## src/rtl/uart_pkg.sv

```systemverilog
// Shared types and helpers for the UART word serializer.
// Holds the frame FSM state encoding, the default preamble byte and byte-order selection.
package uart_pkg;

    typedef enum logic [1:0] {
        IDLE,
        SYNC,
        SEND,
        FIN
    } state_t;

    localparam logic [7:0] SYNC_BYTE_DEF = 8'hA5;

    // Maps the running byte counter onto the byte lane of the captured word.
    function automatic int byte_index(input int cnt, input int nbytes, input bit lsb_first);
        return lsb_first ? cnt : (nbytes - 1 - cnt);
    endfunction

endpackage

```

## src/rtl/uart_word_serializer_if.sv

```systemverilog
// Handshake bundle between the result source, the serializer and the UART TX FIFO write port.
// The serializer uses the slave view; the driving side (core logic or bench) uses the master view.
interface uart_word_serializer_if #(
    parameter int DATA_W = 64
);
    logic              start;
    logic [DATA_W-1:0] data_in;
    logic              tx_full;
    logic [7:0]        data_out;
    logic              wr;
    logic              rd;
    logic              busy;
    logic              frame_done;

    modport master (
        output start, data_in, tx_full,
        input  data_out, wr, rd, busy, frame_done
    );

    modport slave (
        input  start, data_in, tx_full,
        output data_out, wr, rd, busy, frame_done
    );
endinterface

```

## src/rtl/uart_word_serializer_rise.sv

```systemverilog
// Rising-edge detector: registers the input level and flags a low-to-high transition.
// Edge output is combinational from the live input; the history register clears on reset.
module rise_detect (
    input  logic clk,
    input  logic rst,
    input  logic i_sig,
    output logic o_rise
);
    logic r_sig_d;

    always_ff @(posedge clk) begin
        if (rst) begin
            r_sig_d <= 1'b0;
        end else begin
            r_sig_d <= i_sig;
        end
    end

    assign o_rise = i_sig & ~r_sig_d;

endmodule

```

## src/rtl/uart_word_serializer.sv

```systemverilog
// Captures a DATA_W-bit word on a start edge and writes it byte by byte into the UART TX FIFO.
// Optional sync preamble and selectable byte order; tx_full stalls writes without losing bytes.
module uart_word_serializer
    import uart_pkg::*;
#(
    parameter int         DATA_W    = 64,
    parameter int         LSB_FIRST = 1,
    parameter int         SYNC_EN   = 0,
    parameter logic [7:0] SYNC_BYTE = SYNC_BYTE_DEF
) (
    input  logic                  clk,
    input  logic                  rst,
    uart_word_serializer_if.slave bus
);
    localparam int NBYTES = DATA_W / 8;
    localparam int CNT_W  = $clog2(NBYTES + 2);

    state_t            r_state, w_state_nxt;
    logic [DATA_W-1:0] r_shadow, w_shadow_nxt;
    logic [CNT_W-1:0]  r_cnt, w_cnt_nxt;
    logic [7:0]        r_data_out, w_data_out_nxt;
    logic              r_wr, w_wr_nxt;
    logic              r_busy, w_busy_nxt;
    logic              r_done, w_done_nxt;
    logic              w_rise;
    int                w_idx;
    logic [7:0]        w_sel;

    rise_detect u_rise (
        .clk    (clk),
        .rst    (rst),
        .i_sig  (bus.start),
        .o_rise (w_rise)
    );

    always_comb begin
        w_idx = byte_index(int'(r_cnt), NBYTES, LSB_FIRST != 0);
        w_sel = '0;
        for (int i = 0; i < NBYTES; i++) begin
            if (i == w_idx) begin
                w_sel = r_shadow[8*i +: 8];
            end
        end
    end

    always_ff @(posedge clk) begin
        if (rst) begin
            r_state    <= IDLE;
            r_shadow   <= '0;
            r_cnt      <= '0;
            r_data_out <= '0;
            r_wr       <= 1'b0;
            r_busy     <= 1'b0;
            r_done     <= 1'b0;
        end else begin
            r_state    <= w_state_nxt;
            r_shadow   <= w_shadow_nxt;
            r_cnt      <= w_cnt_nxt;
            r_data_out <= w_data_out_nxt;
            r_wr       <= w_wr_nxt;
            r_busy     <= w_busy_nxt;
            r_done     <= w_done_nxt;
        end
    end

    // Edges arriving outside IDLE fall through the case untouched, so they are dropped.
    always_comb begin
        w_state_nxt    = r_state;
        w_shadow_nxt   = r_shadow;
        w_cnt_nxt      = r_cnt;
        w_data_out_nxt = r_data_out;
        w_wr_nxt       = 1'b0;
        w_busy_nxt     = r_busy;
        w_done_nxt     = 1'b0;
        case (r_state)
            IDLE: begin
                if (w_rise) begin
                    w_shadow_nxt = bus.data_in;
                    w_cnt_nxt    = '0;
                    w_busy_nxt   = 1'b1;
                    w_state_nxt  = (SYNC_EN != 0) ? SYNC : SEND;
                end
            end
            SYNC: begin
                if (!bus.tx_full) begin
                    w_wr_nxt       = 1'b1;
                    w_data_out_nxt = SYNC_BYTE;
                    w_state_nxt    = SEND;
                end
            end
            SEND: begin
                if (!bus.tx_full) begin
                    w_wr_nxt       = 1'b1;
                    w_data_out_nxt = w_sel;
                    w_cnt_nxt      = r_cnt + 1'b1;
                    if (r_cnt == CNT_W'(NBYTES - 1)) begin
                        w_state_nxt = FIN;
                    end
                end
            end
            FIN: begin
                w_busy_nxt  = 1'b0;
                w_done_nxt  = 1'b1;
                w_state_nxt = IDLE;
            end
            default: w_state_nxt = IDLE;
        endcase
    end

    assign bus.data_out   = r_data_out;
    assign bus.wr         = r_wr;
    assign bus.rd         = 1'b0;
    assign bus.busy       = r_busy;
    assign bus.frame_done = r_done;

endmodule

```

## src/flat_wrapper.sv

```systemverilog
// flat-port wrapper written by rule: the top's interface ports become plain ports
module uart_word_serializer_flat import uart_pkg::*;
#(
    parameter int         DATA_W    = 64,
    parameter int         LSB_FIRST = 1,
    parameter int         SYNC_EN   = 0,
    parameter logic [7:0] SYNC_BYTE = SYNC_BYTE_DEF
)
  (clk, rst, bus_start, bus_data_in, bus_tx_full, bus_data_out, bus_wr, bus_rd, bus_busy, bus_frame_done);
  uart_word_serializer_if #(.DATA_W(DATA_W)) bus_i ();
  input  logic clk;
  input  logic rst;
  input wire logic [$bits(bus_i.start)-1:0] bus_start;
  input wire logic [$bits(bus_i.data_in)-1:0] bus_data_in;
  input wire logic [$bits(bus_i.tx_full)-1:0] bus_tx_full;
  output wire logic [$bits(bus_i.data_out)-1:0] bus_data_out;
  output wire logic [$bits(bus_i.wr)-1:0] bus_wr;
  output wire logic [$bits(bus_i.rd)-1:0] bus_rd;
  output wire logic [$bits(bus_i.busy)-1:0] bus_busy;
  output wire logic [$bits(bus_i.frame_done)-1:0] bus_frame_done;
  assign bus_i.start = bus_start;
  assign bus_i.data_in = bus_data_in;
  assign bus_i.tx_full = bus_tx_full;
  assign bus_data_out = bus_i.data_out;
  assign bus_wr = bus_i.wr;
  assign bus_rd = bus_i.rd;
  assign bus_busy = bus_i.busy;
  assign bus_frame_done = bus_i.frame_done;
  uart_word_serializer #(.DATA_W(DATA_W), .LSB_FIRST(LSB_FIRST), .SYNC_EN(SYNC_EN), .SYNC_BYTE(SYNC_BYTE)) u_core (.clk(clk), .rst(rst), .bus(bus_i));
endmodule
```

## config.mk

```make
export PLATFORM = sky130hd
export DESIGN_NAME = uart_word_serializer_flat
export DESIGN_NICKNAME = d
export VERILOG_FILES = /design/src/rtl/uart_pkg.sv /design/src/rtl/uart_word_serializer_if.sv /design/src/rtl/uart_word_serializer_rise.sv /design/src/rtl/uart_word_serializer.sv /design/src/flat_wrapper.sv
export SDC_FILE = /design/constraint.sdc
export NUM_CORES = 1
export LEC_CHECK = 0
export CORE_MARGIN = 2
export CORE_UTILIZATION = 55
export DETAILED_ROUTE_END_ITERATION = 8
export PLACE_DENSITY = 0.85
export SYNTH_ARGS = -nofsm -noshare
export SYNTH_HDL_FRONTEND = slang
export SYNTH_HIERARCHICAL = 1
export SYNTH_SLANG_ARGS = --single-unit
```

## constraint.sdc

```tcl
create_clock -name clk -period 4.19 [get_ports clk]
set_input_delay 0.419 -clock clk [delete_from_list [all_inputs] [get_ports clk]]
set_output_delay 0.419 -clock clk [all_outputs]
set_load 0.01 [all_outputs]
```

-- Word-level counts from Yosys, hierarchy flattened
Cells that the tools add are included.
- output and inout port bits: 12
- word-level logic and storage cells: 62
- flip-flop bits (word level): 82
- mux-type cells: 23
- reductions and logical operators: 12
- bitwise operators: 3
- $add $sub $neg: 1
- equality and inequality tests: 15
- operators with widths (cell ; count):
    8-bit 2-to-1 mux ; 10
    4-bit equality test (first input constant) ; 4
    8-bit case mux with 2 select lines ; 1
    3-bit by 4-bit equality test with 1-bit output (first input constant) ; 2
    2-bit 2-to-1 mux ; 4
    4-bit 2-to-1 mux ; 2
    2-bit case mux with 4 select lines ; 1
    4-bit case mux with 2 select lines ; 1
    2-bit inequality test (second input constant) ; 3
    3-bit AND reduction ; 2
    2-bit nonzero test ; 3
    4-bit by 1-bit adder with 4-bit output (second input constant) ; 1
    2-bit equality test (second input constant) ; 2
    2-bit by 4-bit equality test with 1-bit output (first input constant) ; 1
    4-bit by 3-bit equality test with 1-bit output (second input constant) ; 1
    4-bit logical NOT ; 1
    2-bit AND reduction ; 2
    4-bit AND reduction ; 1
    2-bit OR reduction ; 2
    1-bit 2-to-1 mux ; 3
    2-bit by 1-bit equality test with 1-bit output (second input constant) ; 1
    2-bit logical NOT ; 1
    2-bit by 1-bit inequality test with 1-bit output (second input constant) ; 1
    1-bit NOT ; 2
    2 further kinds ; 2

-- Longest topological paths before layout
Gate-level depths: netlist of run 1.
- depth in word-level cells: 11
- gate-level depth with buffers: 8
- depth with buffers taken out: 6

-- Hierarchy
The synthesis of run 1 kept the hierarchy.
- modules (own cells, without submodules) (module ; sequential area each (µm²) ; area each (µm²) ; cells each ; instances):
    uart_word_serializer ; 1621.6 ; 3816.2 ; 477 ; 1
    rise_detect ; 20.0 ; 47.5 ; 3 ; 1

-- Worst setup path before layout of run 1
No wires, ideal clock.
- kind: register to register
- from: register u_core.r_cnt[0]
- to: register u_core.r_data_out[0] (netlist: u_core/bus.data_out[0])
- library setup time: 0.149 ns
- slack: 2.357 ns
- period minus slack after synthesis: 1.833 ns
- arrival time: 1.684 ns
- cell stages (with the launch flop): 9
- required time: 4.041 ns
- cell sequence: dfxtp_1 inv_1 ha_1 buf_4 nor2b_4 buf_6 a221o_1 a221oi_2 a2111oi_2
- word-level cells in the longest chain between the ends: 11
- elaborated cells between the ends (all ways): 18
- RTL lines (item ; RTL line ; source):
    start, declared ; uart_word_serializer.sv:20 ; logic [CNT_W-1:0] r_cnt, w_cnt_nxt;
    start signal, assigned ; uart_word_serializer.sv:58 ; r_cnt <= w_cnt_nxt;
    4-bit logical NOT ; uart_word_serializer.sv:40 ; if (i == w_idx) begin
    8-bit 2-to-1 mux (7 in a row) ; uart_word_serializer.sv:40 ;
    8-bit 2-to-1 mux (*) ; uart_word_serializer.sv:40 ;
    8-bit 2-to-1 mux (*) ; uart_word_serializer.sv:92 ; if (!bus.tx_full) begin
    8-bit case mux with 2 select lines (*) ; uart_word_serializer.sv:75 ; case (r_state)
    end signal, assigned ; uart_word_serializer.sv:59 ; r_data_out <= w_data_out_nxt;
    end, declared ; uart_word_serializer.sv:21 ; logic [7:0] r_data_out, w_data_out_nxt;
Mark *: on every way between the ends. The rest lies on a longest branch, timed or not. The select of a mux whose other input is x is not followed.
A chain may end at the register's enable or synchronous reset.

-- Worst setup path after layout of run 1
- from: register u_core.r_cnt[0]
- to: register u_core.r_data_out[2] (netlist: u_core/bus.data_out[2])
The elaborated chain is that of the path after synthesis.

==> results of run 1 <==
-- power by group through the flow --
| stage | Sequential [mW] | Combinational [mW] | Clock [mW] |
|---|---|---|---|
| after floorplan | 0.864 | 0.154 | 0 |
| after global placement | 0.872 | 0.246 | 0 |
| after detailed placement | 0.873 | 0.253 | 0 |
| after CTS | 0.855 | 0.255 | 0.555 |
| after global routing | 0.860 | 0.279 | 0.589 |
| final | 0.856 | 0.254 | 0.549 |
-- Yosys cell counts (2+ instances only) --
cell type	number	area share (%)
xnor2_1	2	0.45
nor3_1	2	0.26
nor2_1	14	1.4
nor3b_1	4	0.78
nand2b_1	8	1.3
nor2b_4	4	1.4
a2111oi_2	3	1.2
nand3_1	3	0.39
dfxtp_1	82	42
a31oi_1	4	0.65
buf_4	4	0.78
nand2_1	145	14
and2_1	2	0.32
ha_1	9	2.9
nor2b_1	2	0.32
nand3b_1	3	0.58
a221oi_2	3	1.2
buf_6	5	1.5
buf_1	6	0.58
a221o_1	8	2.1
a21o_1	4	0.78
inv_1	9	0.87
a221oi_1	3	0.68
a21oi_1	77	10
o22ai_1	8	1.3
o21ai_0	11	1.4
or2_2	2	0.32
clkbuf_1	16	1.6
a2111oi_4	3	2.1
a22oi_1	5	0.97
o21ai_1	2	0.26
buf_2	8	1.0
a211oi_1	6	1.2
-- worst max-delay path, delay by kind of cell (launching register included) --
kind	cells	cell delay, ns
AO/OA/AOI/OAI	3	0.80
adder cells (fa/ha/maj)	1	0.92
flip-flops	1	0.46
AND/OR/NAND/NOR	1	0.20
-- state kept, by name, summed over array words and instances, names as in the netlist --
| name | count |
|---|---|
| u_core/r_shadow | 64 |
| u_core/bus.data_out | 8 |
| u_core/r_cnt | 4 |
| u_core/r_state | 2 |
| u_core/bus.busy | 1 |
| u_core/bus.frame_done | 1 |
| u_core/bus.wr | 1 |
| u_core/u_rise/r_sig_d | 1 |
-- layout make-up --
class,count,share of cell area (%)
clock buffer,10,2.69
clock inverter,6,1.21
inverter,10,0.791
multi-input combinational,349,41.7
tap,96,2.53
sequential,82,34.6
timing repair buffer,79,16.5
-- metal layers --
layer / routed length [um] / GRT usage (%)
met1: 4230 / 32.3
met2: 4530 / 40.0
met3: 527 / 4.81
met4: 211 / 11.3
met5: 0 / 0
-- through the flow --
stage | setup slack, ns | utilization, % | cell area [um2] | total power [mW] | hold slack, ns
3_3_place_gp | 1.85 | 67.1 | 4560 | 1.12 | 0.444
6_report | 1.70 | 69.9 | 4750 | 1.66 | 0.456
4_1_cts | 1.75 | 69.9 | 4750 | 1.66 | 0.457
3_5_place_dp | 1.76 | 67.1 | 4560 | 1.13 | 0.446
2_1_floorplan | 2.36 | - | 3860 | 1.02 | 0.431
5_1_grt | 1.54 | 69.9 | 4750 | 1.73 | 0.484
-- worst max path at each step --
stage	start	endpoint	slack (ns)	depth (start not counted)
after floorplan	u_core/r_cnt[0]	u_core/bus.data_out[0]	2.36	8
after global placement	bus_start	u_core/r_cnt[2]	1.85	5
after detailed placement	u_core/r_cnt[0]	u_core/bus.data_out[2]	1.76	5
after CTS	u_core/r_cnt[0]	u_core/bus.data_out[2]	1.75	5
after global routing	u_core/r_cnt[0]	u_core/bus.data_out[0]	1.54	5
final	u_core/r_cnt[0]	u_core/bus.data_out[2]	1.70	5
-- cells in the final DEF, fill, tap and decap left out, drive strengths merged, types with 9 or more instances in the layout --
| cell type | count |
|---|---|
| nor2 | 14 |
| a21oi | 77 |
| o21ai | 13 |
| nand2 | 145 |
| inv | 10 |
| clkdlybuf4s50 | 77 |
| clkbuf | 10 |
| ha | 9 |
| dfxtp | 82 |
| nand2b | 9 |
-- logic make-up after synthesis --
logic type	Yosys count	synth area share (%)
fa+ha+maj	9	2.91
mux	2	0.551
flops	82	42.5
simple gates	193	22.3
compound gates	142	24.8
buf+inv	49	6.38
xor+xnor	2	0.453
other cells	1	0.0971
==> flow_summary.json, run 1 <==
{
  "synth_area_per_cell_um2": 8.05,
  "ctsHoldBuffers": 0,
  "antenna_cells": 0,
  "track_usage_pct": 24.8,
  "layoutNonFillerInstCount": 632,
  "crit_path_end_kind": "register",
  "detailedRoute.firstPassIterationCount": 5,
  "worst-r2r-setup-slack_ns": 1.70,
  "timing.final.setup_violations": 0,
  "synth_enable_flop_cells": 0,
  "critPathMaxStageDelay_ns": 0.92,
  "critical_path_startpoint_category": "register",
  "drt-total-wl_mm": 9.50,
  "core_area_um2": 6790,
  "cpMaxStageDelayCell": "ha_1",
  "share_seq_of_total_power_pct": 51.6,
  "dp_cells": 616,
  "dpl.hpwl_mm": 6.56,
  "synthesis.area_um2": 3860,
  "ys_ff_latch": 82,
  "intPower_mw": 1.22,
  "cts_post_setup_buffers_inserted": 0,
  "multi_input_comb_area_um2": 1980,
  "cts_tree": "done",
  "synth-async-reset-ratio_pct": 0,
  "crit-reg2reg-launch": "u_core/r_cnt[0]",
  "area_growth_syn_to_layout_pct": 22.9,
  "synth.yosys.warnings": 6,
  "sw_frac_of_total_pct": 26.5,
  "min-delay-start": "u_core/r_shadow[17]",
  "slew_headroom_pct": 21.8,
  "finalHoldViolations": 0,
  "r2r-end": "u_core/bus.data_out[2]",
  "cellPowerDensity_nw_per_um2": 350,
  "wl_per_cell_um": 15.0,
  "die_width_um": 87.8,
  "dieArea_um2": 7710,
  "status": "completed",
  "synth_top_flop_cell": "dfxtp_1",
  "drt.antenna.violating_nets": 0,
  "initial_core_util_pct": 56.9,
  "pin_count_of_the_biggest_net_entering_global_routing": 67,
  "route.detailed.vias_per_inst": 5.58,
  "worst_setup_hold_path_clk_slew_ns": 0.08,
  "die_h_um": 87.8,
  "vias": 3529,
  "timing.critical_path.fanout_max": 25,
  "holdPathEnd": "u_core/r_shadow[17]",
  "resized_gates_after_cts": 0,
  "synthesis.nets": 557,
  "fin_worst_skew_ns": 0.00823,
  "total_switching_power_mw": 0.440,
  "combinationalPowerShare_pct": 15.3,
  "power_frac_clock_pct": 33.1,
  "net_count_reported_at_finish": 608,
  "worst-r2r-cell-count": 5,
  "crit_arrival_ns": 2.75,
  "number_of_port_buffers": 78,
  "worstPathCellList": "ha_1, nor3b_1, a2111oi_4, a221oi_2, a2111oi_2",
  "post_route_cells_drive_above_1_share_pct": 6.90,
  "sequential_cell_area_um2": 1640,
  "min-delay-path-class": "reg -> reg",
  "timing.setup.tns_ns": 0,
  "ir_drop_worst_vdd_mv": 0.259,
  "grt_first_pass_wirelength_mm": 14.7,
  "worst_skew_pair.late_latency_ns": 0.36,
  "cts.sinks": 82,
  "crit_required_ns": 4.45,
  "drc_errors": 0,
  "h-tree-depth": 3,
  "fmax_ghz": 0.401,
  "min_path_cells": 2,
  "worstMarginPinSlew_ns": 1.17,
  "clk_path_buf_depth": 2,
  "final.period_utilization_pct": 59.5,
  "max_cap_violations": 0,
  "rows": 30,
  "cts_buffers": 9,
  "number_of_fillers_in_the_final_layout": 556,
  "path_class": "reg -> reg",
  "initialDrtViolationCount": 239,
  "place.gp.congestion": 0.883,
  "first_global_vias": 3155,
  "syn-instance-count": 480,
  "cts.root.buffer_cell": "clkbuf_8",
  "rsz0062_at_grt": "false",
  "antenna_found_initial": 0,
  "globalRouteOverflowTotal": 0,
  "yosysUniqueCellTypes": 46,
  "report.final.slew_viol_count": 0,
  "synth_seq_area_share_pct": 42.5,
  "lkg_pwr_nw": 1.67,
  "num_io_pins": 80,
  "period_minus_slack_ns": 2.49
}
(Power assumes the default switching activity.)
==> inputs of run 2 (changes only) <==
Settings changed: CORE_UTILIZATION 55 to 51, PLACE_DENSITY 0.85 to 0.8.
Clock period 4.19 ns to 2.46 ns, I/O delays scaled along.
==> flow_summary.json, run 2 (synthesis results as in run 1) <==
{
  "status": "completed",
  "rows": 31,
  "die_h_um": 91.0,
  "cts_buffers": 9,
  "initial_core_util_pct": 53.0,
  "worst_setup_hold_path_clk_slew_ns": 0.07,
  "detailedRoute.firstPassIterationCount": 7,
  "first_global_vias": 3376,
  "resized_gates_after_cts": 0,
  "min-delay-path-class": "in -> reg",
  "final.period_utilization_pct": 87.8,
  "crit_path_end_kind": "register",
  "worstMarginPinSlew_ns": 0.845,
  "fin_ws_ns": 0.300,
  "antenna_found_initial": 0,
  "track_usage_pct": 23.4,
  "pin_count_of_the_biggest_net_entering_global_routing": 38,
  "number_of_port_buffers": 78,
  "h-tree-depth": 3,
  "route.detailed.vias_per_inst": 5.50,
  "fin_worst_skew_ns": 0.00482,
  "cts.sinks": 82,
  "wl_per_cell_um": 14.6,
  "layout.cells.most_common_list": "144 x nand2_1, 82 x dfxtp_1, 77 x clkdlybuf4s50_1, 77 x a21oi_1, 14 x nor2_1",
  "initialDrtViolationCount": 220,
  "num_io_pins": 80,
  "place.gp.congestion": 0.934,
  "core_area_um2": 7290,
  "clk_path_buf_depth": 2,
  "number_of_fillers_in_the_final_layout": 639,
  "grt_first_pass_wirelength_mm": 15.9,
  "layout_commonest_cell": "nand2_1",
  "cts_tree": "done",
  "path_class": "reg -> reg",
  "timing.critical_path.fanout_max": 16,
  "vias": 3547,
  "net_count_reported_at_finish": 618,
  "crit_required_ns": 2.70,
  "antenna_cells": 0,
  "finalHoldViolations": 0,
  "ctsHoldBuffers": 0,
  "crit_arrival_ns": 2.40,
  "detailedPlace.worstSlack_ns": 0.355,
  "dpl.hpwl_mm": 7.09,
  "drc_errors": 0,
  "cts_post_setup_buffers_inserted": 0,
  "critical_path_startpoint_category": "register",
  "ir_drop_worst_vdd_mv": 0.422,
  "timing.final.setup_violations": 0,
  "cellPowerDensity_nw_per_um2": 572,
  "dieArea_um2": 8290,
  "area_growth_syn_to_layout_pct": 24.6,
  "drt-total-wl_mm": 9.43,
  "cts.root.buffer_cell": "clkbuf_8",
  "lkg_pwr_nw": 1.71,
  "rsz0062_at_grt": "false",
  "worst_skew_pair.late_latency_ns": 0.35,
  "period_minus_slack_ns": 2.16,
  "drt.antenna.violating_nets": 0,
  "post_route_cells_drive_above_1_share_pct": 8.42,
  "max_cap_violations": 0,
  "fmax_ghz": 0.463,
  "report.final.slew_viol_count": 0,
  "largest_register_ffs": 64,
  "register_with_the_most_flip_flops": "u_core/r_shadow",
  "die_width_um": 91.0,
  "slew_headroom_pct": 43.6,
  "timing.setup.tns_ns": 0,
  "globalRouteOverflowTotal": 0
}
run 2: critical path, cell delays in order, from the launching register on:
cell       delay, ns
dfxtp_1         0.44
ha_1            0.58
inv_2           0.24
nor3_1          0.36
a311oi_1        0.10
a2111oi_1       0.34
run 2: area by class of cell:
type	count	area, um2	area share, %
multi-input cells	349	1980	41.1
clock inverters	4	27.5	0.572
inverters	10	37.5	0.780
flip-flops and latches	82	1640	34.1
repair buffers	89	858	17.8
well taps	99	124	2.57
clock buffers	12	145	3.02
run 2: final timing paths:
kind	start	to	slack (ns)	cells after the start
min	rst	u_core/u_rise/r_sig_d	0.33	2
min reg2reg	u_core/r_shadow[17]	u_core/r_shadow[17]	0.45	2
max	u_core/r_cnt[0]	u_core/bus.data_out[5]	0.30	5
max reg2reg	u_core/r_cnt[0]	u_core/bus.data_out[5]	0.30	5
run 2: metal layers:
metal / wire length, um / up-vias / GRT usage, %
met4: 178 / 0 / 7.07
li1: - / 1760 / -
met5: 0 / - / 0
met3: 595 / 18 / 5.15
met2: 4510 / 136 / 39.3
met1: 4150 / 1633 / 29.9
run 2: where the power goes:
group          internal, mW  switching, mW  leakage [nW]
clock network         0.393          0.466        0.0786
logic                 0.218          0.217         0.958
registers              1.40         0.0529         0.670
run 2: through the flow:
stage               hold slack (ns)  util, %  std cells  power (mW)  instance area, um2
CTS                           0.321     66.0        645        2.77                4810
floorplan                     0.310        -        480        1.73                3860
global route                  0.358     66.0        645        2.87                4810
finish                        0.327     66.0        645        2.75                4810
detailed placement            0.443     63.6        629        1.92                4640
global placement              0.442     63.6        629        1.91                4640
==> inputs of run 3 (changes only) <==
Settings changed: ABC_AREA from default to 1, CTS_CLUSTER_DIAMETER from default to 30.
==> flow_summary.json, run 3 <==
{
  "status": "completed",
  "drt-total-wl_mm": 9.06,
  "rows": 31,
  "synth_top_cells_by_area": "dfxtp_1 44%, nor2_1 14%, o21ai_0 9.7%",
  "cts_post_setup_buffers_inserted": 0,
  "detailedRoute.firstPassIterationCount": 4,
  "cts_tree": "done",
  "finalHoldViolations": 0,
  "ctsHoldBuffers": 0,
  "layout.cells.most_common_list": "144 x nor2_1, 82 x dfxtp_1, 78 x clkdlybuf4s50_1",
  "holdWs_ns": 0.447,
  "synth_enable_flop_cells": 0,
  "register_with_the_most_flip_flops": "u_core/r_shadow",
  "area_growth_syn_to_layout_pct": 27.5,
  "synth_seq_area_share_pct": 43.7,
  "wl_per_cell_um": 12.7,
  "crit_required_ns": 2.74,
  "placed_area_um2": 4600,
  "drc_errors": 0,
  "yosysTopAreaCellShare_pct": 43.7,
  "worstMarginPinSlew_ns": 0.509,
  "route.detailed.vias_per_inst": 5.01,
  "clk_path_buf_depth": 2,
  "first_global_vias": 3391,
  "initial_core_util_pct": 52.4,
  "post-layout-total-power_mw": 4.00,
  "antenna_found_initial": 0,
  "die_h_um": 89.8,
  "core_area_um2": 7180,
  "grt_first_pass_wirelength_mm": 15.3,
  "worst_skew_pair.late_latency_ns": 0.35,
  "ir_drop_worst_vdd_mv": 0.442,
  "largest_register_ffs": 64,
  "crit-reg2reg-launch": "u_core/r_state[0]",
  "path_class": "reg -> reg",
  "timing.setup.tns_ns": 0,
  "post-synth-top-count-cell": "nor2_1",
  "worst_setup_hold_path_clk_slew_ns": 0.08,
  "yosysTopAreaCell": "dfxtp_1",
  "synth-async-reset-ratio_pct": 0,
  "cts.root.buffer_cell": "clkbuf_8",
  "timing.final.setup_violations": 0,
  "synthesis.nets": 620,
  "met1_usage_pct": 28.4,
  "crit_path_end_kind": "register",
  "critical_path_startpoint_category": "register",
  "layout.cell_area.non_filler_um2": 4790,
  "r2r-end": "u_core/bus.data_out[3]",
  "pin_count_of_the_biggest_net_entering_global_routing": 57,
  "rsz0062_at_grt": "false",
  "synth_common_cells": "144 x nor2_1, 82 x dfxtp_1, 76 x nand2_1",
  "crit_arrival_ns": 2.22,
  "cellPowerDensity_nw_per_um2": 835,
  "number_of_port_buffers": 78,
  "die_width_um": 89.8,
  "layout_commonest_cell": "nor2_1",
  "timing.critical_path.fanout_max": 9,
  "dpl.hpwl_mm": 6.67,
  "worst-r2r-setup-slack_ns": 0.52,
  "final.period_utilization_pct": 79.0,
  "cts.sinks": 82,
  "yosysUniqueCellTypes": 27,
  "vias": 3579,
  "synth.yosys.warnings": 6,
  "initialDrtViolationCount": 205,
  "worst-r2r-cell-count": 8,
  "dieArea_um2": 8070,
  "antenna_cells": 0,
  "fin_worst_skew_ns": 0.00699,
  "globalRouteOverflowTotal": 0,
  "synthesis.area_um2": 3760,
  "drt.antenna.violating_nets": 0,
  "ys_ff_latch": 82,
  "min-delay-path-class": "in -> reg",
  "place.gp.congestion": 0.867,
  "syn-instance-count": 543,
  "max_cap_violations": 0,
  "busiest_layer": "met2",
  "synth_top_flop_cell": "dfxtp_1",
  "number_of_fillers_in_the_final_layout": 631,
  "lkg_pwr_nw": 2.02,
  "period_minus_slack_ns": 1.94,
  "resized_gates_after_cts": 0,
  "synth_area_per_cell_um2": 6.92,
  "slew_headroom_pct": 65.9,
  "met3_usage_pct": 3.52,
  "num_io_pins": 80,
  "use_met2_pct": 40.7,
  "post_route_cells_drive_above_1_share_pct": 5.53,
  "cts_buffers": 9,
  "worstSetupStartpoint": "u_core/r_state[0]",
  "net_count_reported_at_finish": 688,
  "report.final.slew_viol_count": 0,
  "setup.worst_path.end": "u_core/bus.data_out[3]",
  "track_usage_pct": 23.1,
  "fmax_ghz": 0.515,
  "h-tree-depth": 3
}
==> run 3: cell count changes after synthesis, sizes merged, moves of 7 or more <==
cell	previous run	this run
nand2b	9	0
nand3	3	33
a221o	8	0
nor2	14	147
inv	10	40
nand2	145	79
o21ai	13	74
buf	23	12
a21oi	77	28
nand4	0	9
a2111oi	7	0
o22ai	8	0
==> run 3: metrics by stage <==
stage,std cells,setup WS [ns],util (%)
6_report,714,0.518,66.7
3_3_place_gp,699,0.641,64.1
5_1_grt,714,0.270,66.7
2_1_floorplan,543,0.927,-
3_5_place_dp,699,0.563,64.1
4_1_cts,714,0.540,66.7
==> run 3: worst max-delay path: stages, from the launching register on <==
cell and delay [ns]:
dfxtp_1 0.35, inv_1 0.12, ha_1 0.34, nor2_1 0.13, nor2_1 0.29, nand2_1 0.27
a21oi_1 0.19, nand2_1 0.07, a21oi_1 0.11
==> run 3: kinds of logic after synthesis <==
logic type | after synthesis | share of synthesized area [%]
AOI/OAI and AO/OA | 103 | 14.0
buffers and inverters | 71 | 8.03
DFF | 82 | 43.7
adders and majority gates | 9 | 3.00
and+or+nand+nor | 276 | 31.0
xor gates and xnor gates | 1 | 0.233
other | 1 | 0.0998
==> run 3: cell type report <==
class	count	area [um2]	area share (%)
clock inverters	4	51.3	1.07
well taps	99	124	2.59
inverters	41	156	3.27
clock buffers	11	141	2.95
flip-flops and latches	82	1640	34.3
repair buffers	87	861	18.0
multi-input cells	390	1810	37.9
==> run 3: worst min-delay path by stage <==
stage | cells past startpoint | start | slack [ns] | end
after CTS | 3 | bus_start | 0.44 | u_core/u_rise/r_sig_d
after detailed placement | 2 | u_core/r_shadow[55] | 0.45 | u_core/r_shadow[55]
final | 3 | bus_start | 0.45 | u_core/u_rise/r_sig_d
after global routing | 3 | bus_start | 0.44 | u_core/u_rise/r_sig_d
after floorplan | 1 | bus_tx_full | 0.32 | u_core/bus.wr
after global placement | 2 | u_core/r_shadow[55] | 0.44 | u_core/r_shadow[55]
==> run 3: report_power, final <==
part	switching (mW)	internal, mW
clock	0.478	0.494
sequential	0.160	1.62
combinational	0.739	0.513
==> run 3: per-layer routing <==
| metal | share of wire, % | wire, um |
|---|---|---|
| met1 | 44 | 4030 |
| met2 | 50 | 4510 |
| met3 | 4.2 | 383 |
| met4 | 1.6 | 141 |
| met5 | 0 | 0 |
